--- src/rtl/arcade_input_mapper.sv ---
// Arcade input glue: PS/2 key latches and HPS joystick words merged into per-player controls,
// with optional screen-rotation remap, opposing-direction cleanup and fixed-width coin pulses.
// Optional build macro: START_COINS_EN (any start press also requests a coin for player 0).
module arcade_input_mapper #(
    parameter int PLAYERS    = 2,
    parameter int BTNS       = 2,
    parameter int COIN_PULSE = 1200000
) (
    input  logic                    clk_sys,
    input  logic                    reset_n,
    input  logic [10:0]             ps2_key,
    input  logic [16*PLAYERS-1:0]   joy_in,
    input  logic                    rotate_en,
    input  logic                    rotate_ccw,
    output logic [PLAYERS-1:0]      up,
    output logic [PLAYERS-1:0]      down,
    output logic [PLAYERS-1:0]      left,
    output logic [PLAYERS-1:0]      right,
    output logic [PLAYERS*BTNS-1:0] fire,
    output logic [PLAYERS-1:0]      start,
    output logic [PLAYERS-1:0]      coin
);
    localparam int CW = $clog2(COIN_PULSE + 1);
    localparam logic [CW-1:0] CNT_LOAD = CW'(COIN_PULSE - 1);

    typedef enum logic [1:0] {IDLE, PULSE, HOLD} coin_state_e;

    logic                  old_tog_q, old_tog_d;
    logic                  key_event;
    logic [1:0][9:0]       key_hit;
    logic [1:0][3:0]       kdir_q, kdir_d;
    logic [1:0][BTNS-1:0]  kfire_q, kfire_d;
    logic [1:0]            kstart_q, kstart_d;
    logic [1:0]            kcoin_q, kcoin_d;

    logic [PLAYERS-1:0]      raw_up, raw_down, raw_left, raw_right, raw_start, raw_coin;
    logic [PLAYERS*BTNS-1:0] raw_fire;
    logic [PLAYERS-1:0]      rot_up, rot_down, rot_left, rot_right;
    logic [PLAYERS-1:0]      coin_req;

    logic [PLAYERS-1:0]      up_q, up_d, down_q, down_d, left_q, left_d, right_q, right_d;
    logic [PLAYERS-1:0]      start_q, start_d, coin_q, coin_d;
    logic [PLAYERS*BTNS-1:0] fire_q, fire_d;
    coin_state_e             coin_state_q [PLAYERS];
    coin_state_e             coin_state_d [PLAYERS];
    logic [CW-1:0]           cnt_q [PLAYERS];
    logic [CW-1:0]           cnt_d [PLAYERS];

    // Joystick spare bits, the extended flag and unused fire slots are deliberately ignored.
    logic unused_inputs;
    assign unused_inputs = ^{joy_in, ps2_key[8], key_hit};

    assign old_tog_d = ps2_key[10];
    assign key_event = ps2_key[10] ^ old_tog_q;

    // Hit index per player: 0 right, 1 left, 2 down, 3 up, 4..7 fire0..3, 8 start, 9 coin.
    always_comb begin
        key_hit = '0;
        case (ps2_key[7:0])
            8'h74:        key_hit[0][0] = 1'b1;
            8'h6B:        key_hit[0][1] = 1'b1;
            8'h72:        key_hit[0][2] = 1'b1;
            8'h75:        key_hit[0][3] = 1'b1;
            8'h14, 8'h29: key_hit[0][4] = 1'b1;
            8'h11:        key_hit[0][5] = 1'b1;
            8'h12:        key_hit[0][6] = 1'b1;
            8'h1A:        key_hit[0][7] = 1'b1;
            8'h16, 8'h05: key_hit[0][8] = 1'b1;
            8'h2E:        key_hit[0][9] = 1'b1;
            8'h34:        key_hit[1][0] = 1'b1;
            8'h23:        key_hit[1][1] = 1'b1;
            8'h2B:        key_hit[1][2] = 1'b1;
            8'h2D:        key_hit[1][3] = 1'b1;
            8'h1C:        key_hit[1][4] = 1'b1;
            8'h1B:        key_hit[1][5] = 1'b1;
            8'h15:        key_hit[1][6] = 1'b1;
            8'h1D:        key_hit[1][7] = 1'b1;
            8'h1E, 8'h06: key_hit[1][8] = 1'b1;
            8'h36:        key_hit[1][9] = 1'b1;
            default:      ;
        endcase
    end

    always_comb begin
        kdir_d   = kdir_q;
        kfire_d  = kfire_q;
        kstart_d = kstart_q;
        kcoin_d  = kcoin_q;
        if (key_event) begin
            for (int p = 0; p < 2; p++) begin
                for (int k = 0; k < 4; k++)
                    if (key_hit[p][k]) kdir_d[p][k] = ps2_key[9];
                for (int b = 0; b < BTNS; b++)
                    if (key_hit[p][4+b]) kfire_d[p][b] = ps2_key[9];
                if (key_hit[p][8]) kstart_d[p] = ps2_key[9];
                if (key_hit[p][9]) kcoin_d[p] = ps2_key[9];
            end
        end
    end

    for (genvar p = 0; p < PLAYERS; p++) begin : g_raw
        logic [3:0]      kdir;
        logic [BTNS-1:0] kfire;
        logic            kstart, kcoin;
        if (p < 2) begin : g_key
            assign kdir   = kdir_q[p];
            assign kfire  = kfire_q[p];
            assign kstart = kstart_q[p];
            assign kcoin  = kcoin_q[p];
        end else begin : g_joy_only
            assign kdir   = '0;
            assign kfire  = '0;
            assign kstart = 1'b0;
            assign kcoin  = 1'b0;
        end
        assign raw_right[p]               = joy_in[16*p]          | kdir[0];
        assign raw_left[p]                = joy_in[16*p+1]        | kdir[1];
        assign raw_down[p]                = joy_in[16*p+2]        | kdir[2];
        assign raw_up[p]                  = joy_in[16*p+3]        | kdir[3];
        assign raw_fire[p*BTNS +: BTNS]   = joy_in[16*p+4 +: BTNS] | kfire;
        assign raw_start[p]               = joy_in[16*p+4+BTNS]   | kstart;
        assign raw_coin[p]                = joy_in[16*p+5+BTNS]   | kcoin;
    end

    // Rotation first, then opposing-direction cancellation on the rotated view.
    always_comb begin
        rot_up    = raw_up;
        rot_down  = raw_down;
        rot_left  = raw_left;
        rot_right = raw_right;
        if (rotate_en) begin
            if (rotate_ccw) begin
                rot_up    = raw_right;
                rot_down  = raw_left;
                rot_left  = raw_up;
                rot_right = raw_down;
            end else begin
                rot_up    = raw_left;
                rot_down  = raw_right;
                rot_left  = raw_down;
                rot_right = raw_up;
            end
        end
        up_d    = rot_up & ~rot_down;
        down_d  = rot_down & ~rot_up;
        left_d  = rot_left & ~rot_right;
        right_d = rot_right & ~rot_left;
        fire_d  = raw_fire;
        start_d = raw_start;
    end

    always_comb begin
        coin_req = raw_coin;
`ifdef START_COINS_EN
        coin_req[0] = raw_coin[0] | (|raw_start);
`else
        coin_req[0] = raw_coin[0];
`endif
    end

    // A held coin request yields a single pulse; HOLD waits for release before re-arming.
    always_comb begin
        for (int p = 0; p < PLAYERS; p++) begin
            coin_state_d[p] = coin_state_q[p];
            cnt_d[p]        = cnt_q[p];
            coin_d[p]       = coin_q[p];
            case (coin_state_q[p])
                IDLE: if (coin_req[p]) begin
                    coin_state_d[p] = PULSE;
                    cnt_d[p]        = CNT_LOAD;
                    coin_d[p]       = 1'b1;
                end
                PULSE: if (cnt_q[p] == '0) begin
                    coin_d[p]       = 1'b0;
                    coin_state_d[p] = coin_req[p] ? HOLD : IDLE;
                end else begin
                    cnt_d[p] = cnt_q[p] - 1'b1;
                end
                HOLD: if (!coin_req[p]) coin_state_d[p] = IDLE;
                default: coin_state_d[p] = IDLE;
            endcase
        end
    end

    // The toggle tracker keeps following the key port during reset so release sees no event.
    always_ff @(posedge clk_sys) begin
        old_tog_q <= old_tog_d;
        if (!reset_n) begin
            kdir_q   <= '0;
            kfire_q  <= '0;
            kstart_q <= '0;
            kcoin_q  <= '0;
            up_q     <= '0;
            down_q   <= '0;
            left_q   <= '0;
            right_q  <= '0;
            fire_q   <= '0;
            start_q  <= '0;
            coin_q   <= '0;
            for (int p = 0; p < PLAYERS; p++) begin
                coin_state_q[p] <= IDLE;
                cnt_q[p]        <= '0;
            end
        end else begin
            kdir_q   <= kdir_d;
            kfire_q  <= kfire_d;
            kstart_q <= kstart_d;
            kcoin_q  <= kcoin_d;
            up_q     <= up_d;
            down_q   <= down_d;
            left_q   <= left_d;
            right_q  <= right_d;
            fire_q   <= fire_d;
            start_q  <= start_d;
            coin_q   <= coin_d;
            for (int p = 0; p < PLAYERS; p++) begin
                coin_state_q[p] <= coin_state_d[p];
                cnt_q[p]        <= cnt_d[p];
            end
        end
    end

    assign up    = up_q;
    assign down  = down_q;
    assign left  = left_q;
    assign right = right_q;
    assign fire  = fire_q;
    assign start = start_q;
    assign coin  = coin_q;

endmodule

--- config.mk ---
export PLATFORM = sky130hd
export DESIGN_NAME = arcade_input_mapper
export DESIGN_NICKNAME = d
export VERILOG_FILES = /design/src/rtl/arcade_input_mapper.sv
export SDC_FILE = /design/constraint.sdc
export NUM_CORES = 1
export LEC_CHECK = 0
export CORE_ASPECT_RATIO = 0.5
export CORE_MARGIN = 8
export CORE_UTILIZATION = 54
export DETAILED_ROUTE_END_ITERATION = 6
export HOLD_SLACK_MARGIN = 0.03
export PLACE_DENSITY = 0.81
export SYNTH_ARGS = -nofsm -noshare
export SYNTH_HDL_FRONTEND = slang
export SYNTH_SLANG_ARGS = --single-unit
--- constraint.sdc ---
create_clock -name clk_sys -period 2.73 [get_ports clk_sys]
set_input_delay 0.546 -clock clk_sys [delete_from_list [all_inputs] [get_ports clk_sys]]
set_output_delay 0.546 -clock clk_sys [all_outputs]
set_load 0.05 [all_outputs]
Word-level counts from Yosys, hierarchy flattened
Memories as Yosys holds them, arrays and structs flattened.
Cells that the tools add are included.
W data, S select, Z words.
- flip-flop bits (word level): 33
- RAM bits: 46
- bits of input ports: 47
- output and inout port bits: 16
- logic and storage cells: 162
- memories kept: 2
- memories (memory ; words ; bits a word ; read ports ; clocked after Yosys merged registers in ; write ports ; RTL line ; RTL):
    cnt_q ; 2 ; 21 ; 2 ; 0 ; 2 ; 46 ; logic [CW-1:0] cnt_q [PLAYERS];
    coin_state_q ; 2 ; 2 ; 2 ; 0 ; 2 ; 44 ; coin_state_e coin_state_q [PLAYERS];
- add/sub/neg operators: 2
- equality and inequality tests: 27
- mux-type cells: 52
- bitwise operators: 27
- reduce and logical (&&, ||, !) cells: 27
- operators by type and width (operator ; number):
    $mux W21 ; 6
    $pmux W21 S2 ; 2
    $eq A8 B6 Y1 const B ; 7
    $eq A8 B5 Y1 const B ; 6
    $logic_not A21 Y1 ; 2
    $sub A21 B1 Y21 const B ; 2
    $mux W2 ; 18
    $eq A8 B7 Y1 const B ; 4
    $reduce_and A2 Y1 ; 16
    $mux W1 ; 22
    $eq A8 B3 Y1 const B ; 2
    $or A1 B1 Y1 ; 16
    $pmux W2 S3 ; 2
    $and A2 B2 Y2 ; 4
    $ne A2 B2 Y1 const B ; 4
    $not A2 Y2 ; 4
    $reduce_and A3 Y1 ; 2
    $reduce_or A2 Y1 ; 3
    $eq A2 B1 Y1 const B ; 2
    $eq A2 B2 Y1 const B ; 2
    $logic_not A2 Y1 ; 2
    $or A2 B2 Y2 ; 2
    $pmux W1 S2 ; 2
    $reduce_bool A2 Y1 ; 2
    $xor A1 B1 Y1 ; 1

Longest topological paths before layout
- depth after elaboration: 5
- mapped depth: 9
- mapped depth without buffers: 7

Least setup slack after synthesis
OpenSTA, ideal clock, no wires.
- path kind: register to register
- start: memory cnt_q[0][21] in the netlist's numbering
- end: memory cnt_q[0][23] in the netlist's numbering
- setup time: 134 ps
- arrival: 2240 ps
- required time: 2596 ps
- slack: 357 ps
- cell stages (with the launch flop): 9
- path buffers: 1
- clock period less this slack: 2373 ps
- path through: dfxtp_1 inv_1 ha_1 or4b_2 or4_4 buf_6 or2_4 a311oi_1 a211oi_1
- RTL lines (item ; RTL line):
    from (decl) ; 46

==> impl_metrics.py <==
metrics = {
    "final_layout": {
        "fin_cells": 617,
        "nets": 567,
        "fin_area_sq_mm": 0.004863,
        "diodes": 0,
        "fillCellCount": 568,
        "syn_to_final_growth_pct": 24.15,
        "drive_gt1_frac": 0.1017,
        "seq_area_sq_mm": 0.001582,
        "multiInputGateArea_sq_mm": 0.002208,
    },
    "logic_synthesis": {
        "ys_seq_elements": 79,
        "yosys_warnings": 0,
        "synth_most_common_cell": "dfxtp_1",
        "synth_top_area_share": 0.4037,
        "yosysSeqAreaShare": 0.4037,
        "synth_edf_count": 0,
        "synthArstFlopShare": 0,
        "synth_area_leaders": "dfxtp_1 40%, nor2_1 6.0%, a21oi_1 5.1%",
        "synth_area_per_cell_sq_um": 8.425,
        "synth_commonest_cells": "79 x dfxtp_1, 63 x nor2_1, 40 x a21oi_1",
        "synthCells": 465,
        "yosys_most_used_dff": "dfxtp_1",
        "synth_cell_types": 55,
        "synth_area_leader_cell": "dfxtp_1",
        "syn_area_sq_mm": 0.003918,
        "synth_nets": 516,
    },
    "worst_setup_path": {
        "rr_startpoint": "cnt_q[0][21]",
        "worst-r2r-cell-count": 7,
        "r2r-end": "cnt_q[0][23]",
        "crit_path_end_kind": "register",
        "crit_path_start": "cnt_q[0][21]",
        "path_max_fanout": 15,
        "cp-start-kind": "register",
        "critPathRequiredTime_ns": 2.93,
        "endpoint": "cnt_q[0][23]",
        "criticalPathCategory": "register to register",
        "reg2reg_slack_ns": 0.17,
        "arrival_ns": 2.76,
    },
    "timing": {
        "max_freq_mhz": 390.0,
        "finalCritPeriodShare": 0.9391,
        "worst_hold_slack_ns": 0.4597,
        "finClkSkew_ns": 0.004670,
        "worst_slew_pin_slew_ns": 0.6068,
        "setup_tns_ns": 0,
        "hold_viol_final": 0,
        "slew_headroom": 0.5917,
        "maxSlewViolCount": 0,
        "rsz0062_at_grt": "no",
        "post-route-min-period_ns": 2.564,
        "layout_setup_ws_ns": 0.1662,
        "finalSetupViolations": 0,
    },
    "cts": {
        "cts_tree": "done",
        "cts_hold_buf": 0,
        "numCtsBuffers": 9,
        "cts_max_level": 3,
        "cts_resized": 0,
        "clkLatencyLatePin_ns": 0.33,
        "post_cts_buffers": 0,
        "cts.clk_slew.worst_paths_ns": 0.06,
        "cts.sinks": 79,
        "cts-root-buf": "clkbuf_16",
        "clock_path_buffers": 2,
    },
    "hold_path": {
        "hold_class": "register to register",
    },
    "placed_design": {
        "port_buffers": 45,
        "placed_cell_area_sq_mm": 0.004531,
        "pre_cts_ws_ns": 0.1639,
        "dp_hpwl_microns": 6719,
        "place_inst": 601,
        "gp_congestion": 0.8837,
    },
    "global_routing": {
        "globalRoute.totalOverflow": 0,
        "grt_antenna_before_repair": 0,
        "gr-usage-all-layers": 0.1863,
        "grt_pass1_wl_microns": 16020,
        "grt_start_max_net_pins": 27,
        "grt_pass1_vias": 3342,
    },
    "detailed_routing": {
        "via_per_inst": 6.036,
        "vias": 3724,
        "wl_per_cell_microns": 15.56,
        "drt_iter0_drc": 329,
        "drt_pre_antenna_iters": 5,
        "antenna_left": 0,
        "wl_microns": 9598,
        "drc": 0,
    },
    "pwr": {
        "power.density_mw_per_mm2": 651.8,
        "p_leak_nw": 1.804,
        "peakVddDrop_v": 0.0004834,
    },
    "die": {
        "fp.dieH_microns": 76.23,
        "ios": 63,
        "die_w_microns": 136.5,
        "fp.dieArea_sq_mm": 0.01040,
        "initial_utilization": 0.5453,
        "coreArea_sq_mm": 0.007184,
        "fp-row-count": 22,
    },
    "run": {
        "drv_cap": 0,
    },
    "outcome": {
        "status": "finished clean",
    },
}
state kept, by name, summed over array words and instances (netlist names), 4 cells and up:
name          flops
cnt_q            42
coin_state_q      4
fire              4
g_raw.kfire       4
g_raw.kdir        8
cell usage in the layout, fill, tap and decap left out, types with 3 or more instances in the layout:
master	n
dfxtp_1	79
or2_2	3
a31oi_1	5
ha_1	4
mux2i_1	14
or4_1	18
clkbuf_16	9
a211oi_1	4
o211ai_1	3
o21ai_1	5
nor2b_1	5
or4_4	3
o311ai_0	4
clkdlybuf4s50_1	45
nor2_1	63
o2111ai_1	4
buf_4	17
and3_1	7
or4b_2	3
nand3_1	12
or3_1	11
a21oi_1	40
nand4_1	10
o31ai_1	6
nand2_1	24
nor3_1	24
o21ai_0	16
xor2_1	22
nand2b_1	7
nor4_1	11
inv_1	5
per-stage QoR:
step	utilization	power, mW
finish	0.6769	3.170
detailed placement	0.6306	1.872
floorplan	-	1.679
global placement	0.6306	1.859
global route	0.6769	3.305
CTS	0.6769	3.187
power by group:
part           leakage (nW)  switching, mW  total, mW  internal, mW
registers             0.649         0.0642       1.29          1.22
clock network         0.158          0.460       1.31         0.848
logic                 0.997          0.333      0.576         0.243
layout make-up:
type	count	area share
inverters	6	0.004631
repair buffers	63	0.1230
clock buffers	11	0.05197
well taps	96	0.02470
multi-input cells	357	0.4541
clock inverters	5	0.01647
flip-flops and latches	79	0.3252
cells by family (layout without fill, tap and decap cells):
kind of cell    after synthesis  after routing  synth area share
mux                          14             14           0.03577
simple gates                217            217            0.3031
flops                        79             79            0.4037
fa+ha+maj                     4              4           0.01278
buf+inv                      29             85           0.03257
xor+xnor                     24             24           0.05366
compound gates               98             98            0.1584
worst min path at each step:
stage	from	to	slack, ns	cells after the start
after global placement	g_raw[1].kfire[1]	g_raw[1].kfire[1]	0.45	2
after detailed placement	g_raw[1].kfire[1]	g_raw[1].kfire[1]	0.45	2
after global routing	g_raw[1].kfire[1]	g_raw[1].kfire[1]	0.48	2
after floorplan	g_raw[1].kfire[1]	g_raw[1].kfire[1]	0.44	2
final	g_raw[1].kfire[1]	g_raw[1].kfire[1]	0.46	2
after CTS	g_raw[1].kfire[1]	g_raw[1].kfire[1]	0.46	2
worst max-delay path, stage by stage, from the launching register on:
cell and delay, ns:
dfxtp_1 0.31, inv_1 0.12, ha_1 0.20, or4b_2 0.59, or4_4 0.56, or2_4 0.30
a311oi_1 0.27, a211oi_1 0.08
per-layer routing:
| layer | track usage | wire length [microns] |
|---|---|---|
| met1 | 0.2381 | 4431 |
| met2 | 0.2880 | 4470 |
| met3 | 0.06053 | 534 |
| met4 | 0.06420 | 163 |
| met5 | 0 | 0 |
No activity file was read; power rests on OpenSTA's default activity.
